## src/rtl/mac_seq_pkg.sv

```systemverilog
// -----------------------------------------------------------------------------
// mac_seq_pkg
// Shared definitions for the MAC sequencer: MAC instruction codes, the
// sequencer state encoding and the (mode, operation) -> instruction mapping.
// Optional feature macro: MAC_SEQ_SAT_EN (adds the SAT state).
// -----------------------------------------------------------------------------
package mac_seq_pkg;

    // MAC instruction codes: bit 2 selects dual 8x8 mode, bits 1:0 the operation.
    localparam logic [2:0] CLR16 = 3'b000;
    localparam logic [2:0] MUL16 = 3'b001;
    localparam logic [2:0] MAC16 = 3'b010;
    localparam logic [2:0] SAT16 = 3'b011;
    localparam logic [2:0] CLR8  = 3'b100;
    localparam logic [2:0] MUL8  = 3'b101;
    localparam logic [2:0] MAC8  = 3'b110;
    localparam logic [2:0] SAT8  = 3'b111;

    typedef enum logic [1:0] {
        OP_CLR = 2'b00,
        OP_MUL = 2'b01,
        OP_MAC = 2'b10,
        OP_SAT = 2'b11
    } mac_op_e;

    typedef enum logic [3:0] {
        ST_IDLE    = 4'd0,
        ST_CLEAR   = 4'd1,
        ST_FIRST   = 4'd2,
        ST_ACCUM   = 4'd3,
        ST_DRAIN1  = 4'd5,
        ST_DRAIN2  = 4'd6,
        ST_CAPTURE = 4'd7,
        ST_HOLD    = 4'd8
`ifdef MAC_SEQ_SAT_EN
        ,
        ST_SAT     = 4'd4
`endif
    } state_e;

    // Map a job mode (0 = 16x16, 1 = dual 8x8) and an operation to a MAC code.
    function automatic logic [2:0] mac_code(input logic mode, input mac_op_e op);
        logic [2:0] code;
        case (op)
            OP_CLR:  code = mode ? CLR8 : CLR16;
            OP_MUL:  code = mode ? MUL8 : MUL16;
            OP_MAC:  code = mode ? MAC8 : MAC16;
            OP_SAT:  code = mode ? SAT8 : SAT16;
            default: code = CLR16;
        endcase
        return code;
    endfunction

endpackage

```

## src/rtl/mac_seq.sv

```systemverilog
// -----------------------------------------------------------------------------
// mac_seq
// Sequencer that accepts a job descriptor (mode, length, saturate), consumes
// operand pairs over valid/ready, issues clear/multiply/accumulate/saturate
// codes to the shared MAC, waits out the MAC's output queue and returns the
// final 32-bit result over valid/ready.
//
// Optional feature macro: MAC_SEQ_SAT_EN -- when defined job_sat is honoured
// and a SAT step follows the last operand; otherwise job_sat is ignored.
//
// Ports:
//   clk, reset            clock, asynchronous active-high reset
//   job_valid/job_ready   job handshake; job_mode, job_len, job_sat descriptor
//   op_valid/op_ready     operand handshake; op_multiplier, op_multiplicand
//   mac_instruction       instruction code to the MAC (registered)
//   mac_multiplier/_multiplicand  operands to the MAC (registered)
//   mac_stall             stall to the MAC, high only while holding a result
//   mac_result            result from the MAC output queue
//   res_valid/res_ready   result handshake; res_data captured result
//   busy                  high whenever not idle
//
// All outputs are registered. The MAC-facing outputs carry the instruction
// decided in the previous cycle's state; the handshake flags are loaded from
// the next state so they are valid for the whole cycle of that state.
// -----------------------------------------------------------------------------
module mac_seq
    import mac_seq_pkg::*;
#(
    parameter int LEN_W = 8
) (
    input  logic             clk,
    input  logic             reset,
    input  logic             job_valid,
    output logic             job_ready,
    input  logic             job_mode,
    input  logic [LEN_W-1:0] job_len,
    input  logic             job_sat,
    input  logic             op_valid,
    output logic             op_ready,
    input  logic [15:0]      op_multiplier,
    input  logic [15:0]      op_multiplicand,
    output logic [2:0]       mac_instruction,
    output logic [15:0]      mac_multiplier,
    output logic [15:0]      mac_multiplicand,
    output logic             mac_stall,
    input  logic [31:0]      mac_result,
    output logic             res_valid,
    input  logic             res_ready,
    output logic [31:0]      res_data,
    output logic             busy
);

    state_e           state_r, next_state_s, exit_state_s;
    logic             mode_r;
    logic [LEN_W-1:0] len_r, count_r, count_s, count_inc_s;
    logic             job_hs_s, op_hs_s;
    logic [2:0]       instr_s;
    logic [15:0]      mul_a_s, mul_b_s;

    logic             job_ready_r, op_ready_r, mac_stall_r, res_valid_r, busy_r;
    logic [2:0]       mac_instruction_r;
    logic [15:0]      mac_multiplier_r, mac_multiplicand_r;
    logic [31:0]      res_data_r;

`ifdef MAC_SEQ_SAT_EN
    logic             sat_r;
`else
    logic             unused_job_sat_s;
    assign unused_job_sat_s = job_sat;
`endif

    // Handshakes use the registered ready flags so the port and the FSM agree.
    assign job_hs_s    = job_valid & job_ready_r;
    assign op_hs_s     = op_valid & op_ready_r;
    assign count_inc_s = count_r + {{(LEN_W-1){1'b0}}, 1'b1};

    // Destination once the final operand pair has been accepted.
    always_comb begin
`ifdef MAC_SEQ_SAT_EN
        if (sat_r) begin
            exit_state_s = ST_SAT;
        end else begin
            exit_state_s = ST_DRAIN1;
        end
`else
        exit_state_s = ST_DRAIN1;
`endif
    end

    // Next-state, beat count and the instruction to issue from the current state.
    always_comb begin
        next_state_s = state_r;
        count_s      = count_r;
        instr_s      = CLR16;
        mul_a_s      = 16'h0000;
        mul_b_s      = 16'h0000;
        case (state_r)
            ST_IDLE: begin
                if (job_hs_s) begin
                    next_state_s = ST_CLEAR;
                    count_s      = '0;
                end else begin
                    next_state_s = ST_IDLE;
                end
            end
            ST_CLEAR: begin
                instr_s = mac_code(mode_r, OP_CLR);
                if (len_r == '0) begin
                    next_state_s = ST_DRAIN1;
                end else begin
                    next_state_s = ST_FIRST;
                end
            end
            ST_FIRST, ST_ACCUM: begin
                if (op_hs_s) begin
                    instr_s = mac_code(mode_r, (state_r == ST_FIRST) ? OP_MUL : OP_MAC);
                    mul_a_s = op_multiplier;
                    mul_b_s = op_multiplicand;
                    count_s = count_inc_s;
                    if (count_inc_s == len_r) begin
                        next_state_s = exit_state_s;
                    end else begin
                        next_state_s = ST_ACCUM;
                    end
                end else begin
                    // A bubble before the first beat clears; later bubbles add 0*0.
                    instr_s = mac_code(mode_r, (state_r == ST_FIRST) ? OP_CLR : OP_MAC);
                end
            end
`ifdef MAC_SEQ_SAT_EN
            ST_SAT: begin
                instr_s      = mac_code(mode_r, OP_SAT);
                next_state_s = ST_DRAIN1;
            end
`endif
            ST_DRAIN1: begin
                instr_s      = mac_code(mode_r, OP_CLR);
                next_state_s = ST_DRAIN2;
            end
            ST_DRAIN2: begin
                instr_s      = mac_code(mode_r, OP_CLR);
                next_state_s = ST_CAPTURE;
            end
            ST_CAPTURE: begin
                instr_s      = mac_code(mode_r, OP_CLR);
                next_state_s = ST_HOLD;
            end
            ST_HOLD: begin
                if (res_ready) begin
                    next_state_s = ST_IDLE;
                end else begin
                    next_state_s = ST_HOLD;
                end
            end
            default: begin
                next_state_s = ST_IDLE;
            end
        endcase
    end

    // State, job descriptor latch and all registered outputs.
    always_ff @(posedge clk or posedge reset) begin
        if (reset) begin
            state_r            <= ST_IDLE;
            mode_r             <= 1'b0;
            len_r              <= '0;
            count_r            <= '0;
`ifdef MAC_SEQ_SAT_EN
            sat_r              <= 1'b0;
`endif
            job_ready_r        <= 1'b0;
            op_ready_r         <= 1'b0;
            mac_instruction_r  <= CLR16;
            mac_multiplier_r   <= 16'h0000;
            mac_multiplicand_r <= 16'h0000;
            mac_stall_r        <= 1'b0;
            res_valid_r        <= 1'b0;
            res_data_r         <= 32'h0000_0000;
            busy_r             <= 1'b0;
        end else begin
            state_r <= next_state_s;
            count_r <= count_s;
            if (job_hs_s) begin
                mode_r <= job_mode;
                len_r  <= job_len;
`ifdef MAC_SEQ_SAT_EN
                sat_r  <= job_sat;
`endif
            end
            mac_instruction_r  <= instr_s;
            mac_multiplier_r   <= mul_a_s;
            mac_multiplicand_r <= mul_b_s;
            job_ready_r        <= (next_state_s == ST_IDLE);
            op_ready_r         <= (next_state_s == ST_FIRST) || (next_state_s == ST_ACCUM);
            mac_stall_r        <= (next_state_s == ST_HOLD);
            res_valid_r        <= (next_state_s == ST_HOLD);
            busy_r             <= (next_state_s != ST_IDLE);
            if (state_r == ST_CAPTURE) begin
                res_data_r <= mac_result;
            end
        end
    end

    assign job_ready        = job_ready_r;
    assign op_ready         = op_ready_r;
    assign mac_instruction  = mac_instruction_r;
    assign mac_multiplier   = mac_multiplier_r;
    assign mac_multiplicand = mac_multiplicand_r;
    assign mac_stall        = mac_stall_r;
    assign res_valid        = res_valid_r;
    assign res_data         = res_data_r;
    assign busy             = busy_r;

endmodule
```

## config.mk

```make
export PLATFORM = sky130hd
export DESIGN_NAME = mac_seq
export DESIGN_NICKNAME = d
export VERILOG_FILES = /design/src/rtl/mac_seq_pkg.sv /design/src/rtl/mac_seq.sv
export SDC_FILE = /design/constraint.sdc
export NUM_CORES = 1
export LEC_CHECK = 0
export ABC_AREA = 1
export CAP_MARGIN = 10
export CORE_AREA = 2 2 107 109
export DETAILED_ROUTE_END_ITERATION = 16
export DIE_AREA = 0 0 109 111
export PLACE_DENSITY = 0.66
export SLEW_MARGIN = 20
export SYNTH_ARGS = -nofsm -noshare
export SYNTH_HDL_FRONTEND = slang
export SYNTH_SLANG_ARGS = --single-unit
```

## constraint.sdc

```tcl
create_clock -name clk -period 3.7 [get_ports clk]
set_clock_uncertainty 0.05 [all_clocks]
set_input_delay 0.37 -clock clk [delete_from_list [all_inputs] [get_ports clk]]
set_output_delay 0.37 -clock clk [all_outputs]
set_load 0.01 [all_outputs]
```

==> qor.yml <==
seq_area_um2: 2302
clock_latency_ns: 0.34
async_flop_share_pct: 100.0
fmax_ghz: 0.4416
leakage_nw: 2.677
grt_max_degree: 43
post_cts_buffers: 0
cp_common_cell: "nor2_1"
synth-simple-area-share_pct: 28.25
vias_per_cell: 4.459
die_h_um: 111
synth_area_leaders: "dfrtp_1, nand2_1, nor2_1"
vias: 3197
synth_edf_count: 0
use_met3_pct: 7.113
grt_pass1_vias: 3244
core-area_um2: 11080
cts_tree: "built"
path_clk_slew_ns: 0.07
finalSetupViolations: 0
numCtsBuffers: 9
root_buffer: "clkbuf_16"
max_cap_viol_count: 0
status: "finished clean"
dpl.hpwl_um: 6731
slew_headroom_pct: 39.16
antenna_cells: 0
synth_area_leader_cell: "dfrtp_1"
startpoint_type: "flip-flop"
reg2reg_depth: 8
postCtsHoldBufs: 0
area_growth_pct: 51.62
ys_seq_area_share_pct: 61.95
cp.required_ns: 3.88
setup_tns_ns: 0
min_period_over_period_pct: 61.20
synth-compound-area-share_pct: 3.098
r2r_start: "state_r[3]"
drt-wirelength-per-cell_um: 12.92
grt_pass1_wl_um: 15350
cp_cell_sequence: "nor2_1 > nand2_2 > nor2_2 > inv_2 > o31ai_4 > nor3_1 > nand3_1 > nor2_1"
cts_sinks: 92
p_per_area_nw_per_um2: 625.7
dr.pass1.iters: 4
top_usage_layer: "met2"
met1_usage_pct: 19.93
drt-total-wl_um: 9267
gp_congestion: 0.8489
cts_buffer_depth: 2
synth_commonest_cells: "nand2_1, dfrtp_1, nor2_1"
arrival_ns: 2.45
detail-route-antenna-nets: 0
cp.buffers_inverters: 1
timing.rr.end: "job_ready"
synth_fa_ha_area_share_pct: 0.3367
hold_class: "in -> async"
synth_top_area_share_pct: 61.95
r2r_setup_slack_ns: 1.44
h-tree-depth: 3
grt_remaining_overflow: 0
drive_above_1_share_pct: 6.620
worstMarginPinSlew_ns: 0.9116
drt_iter0_drc: 200
die_area_um2: 12100
synth_xor_area_share_pct: 0.7071
antenna_found_initial: 0
max_stage_delay_ns: 0.41
period_minus_slack_ns: 2.264
ys_ff_latch: 92
port_buffers: 149
fillers: 1031
synth_warnings: 0
slowest_stage: "dfrtp_1"
synth_flop_cell: "dfrtp_1"
synth_top_family_by_area: "simple AND/OR/NAND/NOR gates"
p_total_mw: 3.525
synth_cell_types: 25
yosysMostFrequentCell: "nand2_1"
cts_resized: 0
nets: 649
end_kind: "flip-flop"
syn_area_per_cell_um2: 8.869
path_class: "reg -> reg"
crit_fanout: 34
multi_input_area_um2: 1240
synth_cells: 419
hold_violations: 0
maxSlewViolCount: 0
global_route.usage.met2_pct: 25.26
rsz0062_at_grt: "false"
drc: 0
die_w_um: 109
synthMuxAreaShare_pct: 0.9091
syn_area_um2: 3716
initial_utilization_pct: 33.55
synth_nets: 499
std_cell_rows: 39
num_io_pins: 151
crit_family: "simple AND/OR/NAND/NOR gates"
grt_use_total_pct: 16.30
peakVddDrop_mv: 0.2250
[registers in the layout (all words and copies together) (netlist names)]
| register | flops |
|---|---|
| op_ready | 1 |
| job_ready | 1 |
| mac_multiplier | 16 |
| mac_instruction | 3 |
| res_data | 32 |
| res_valid | 1 |
| len_r | 8 |
| state_r | 4 |
| count_r | 8 |
| mode_r | 1 |
| mac_multiplicand | 16 |
| busy | 1 |
[through the flow]
stage	hold WS, ns	area, µm²	worst slack [ns]	util (%)	cells
finish	0.3839	5634	1.436	50.86	717
detailed placement	0.4104	5364	1.382	48.42	701
global placement	0.4021	5364	1.406	48.42	701
floorplan	0.4053	3716	0.8880	-	419
global route	0.4421	5634	1.161	50.86	717
CTS	0.4179	5634	1.409	50.86	717
[power by group]
group          internal, mW  switching (mW)
registers              1.29           0.165
clock network         0.458           0.394
logic                 0.606           0.612
total                  2.35            1.17
[worst max-delay path by stage]
| stage | cells after the start | slack [ns] | from | end |
|---|---|---|---|---|
| after global routing | 8 | 1.16 | state_r[3] | job_ready |
| after CTS | 6 | 1.41 | state_r[3] | res_data[15] |
| after detailed placement | 6 | 1.38 | job_valid | job_ready |
| after floorplan | 1 | 0.89 | reset | busy |
| after global placement | 6 | 1.41 | job_valid | job_ready |
| final | 8 | 1.44 | state_r[3] | job_ready |
[cell usage in the layout, fill, tap and decap left out]
| master | n |
|---|---|
| a21boi_1 | 1 |
| a21oi_1 | 6 |
| a31oi_1 | 1 |
| buf_4 | 4 |
| clkbuf_1 | 2 |
| clkbuf_16 | 9 |
| clkdlybuf4s50_1 | 149 |
| clkinv_2 | 2 |
| clkinv_4 | 1 |
| clkinvlp_4 | 2 |
| dfrtp_1 | 92 |
| ha_1 | 1 |
| inv_1 | 28 |
| inv_2 | 3 |
| inv_6 | 1 |
| mux2_2 | 3 |
| nand2_1 | 163 |
| nand2_2 | 4 |
| nand3_1 | 21 |
| nand3_2 | 2 |
| nand4_1 | 3 |
| nor2_1 | 53 |
| nor2_2 | 4 |
| nor2_4 | 2 |
| nor3_1 | 2 |
| nor3b_1 | 2 |
| o21ai_0 | 5 |
| o22ai_1 | 4 |
| o31ai_4 | 1 |
| xnor2_1 | 1 |
| xor2_1 | 2 |
[metal layers]
metal  vias to the layer above  routed length, µm
met2                       117               4207
met3                        11                979
met5                         -                  0
met1                      1483               3922
met4                         0                157
li1                       1586                  -
[cells by family (layout without fill, tap and decap cells)]
kind of cell / count (synthesis) / in the layout
XOR/XNOR: 3 / 3
buffers and inverters: 46 / 201
adder cells (fa/ha/maj): 1 / 1
flip-flops: 92 / 92
multiplexers: 3 / 3
AND/OR/NAND/NOR: 256 / 256
AO/OA/AOI/OAI: 18 / 18
[area by class of cell]
cell class,instances,share of cell area [%]
multi-input combinational,281,22.01
tap,143,3.176
clock buffer,11,4.131
timing repair buffer,153,27.00
sequential,92,40.86
inverter,32,2.154
clock inverter,5,0.6662
No activity file was read; power rests on OpenSTA's default activity.
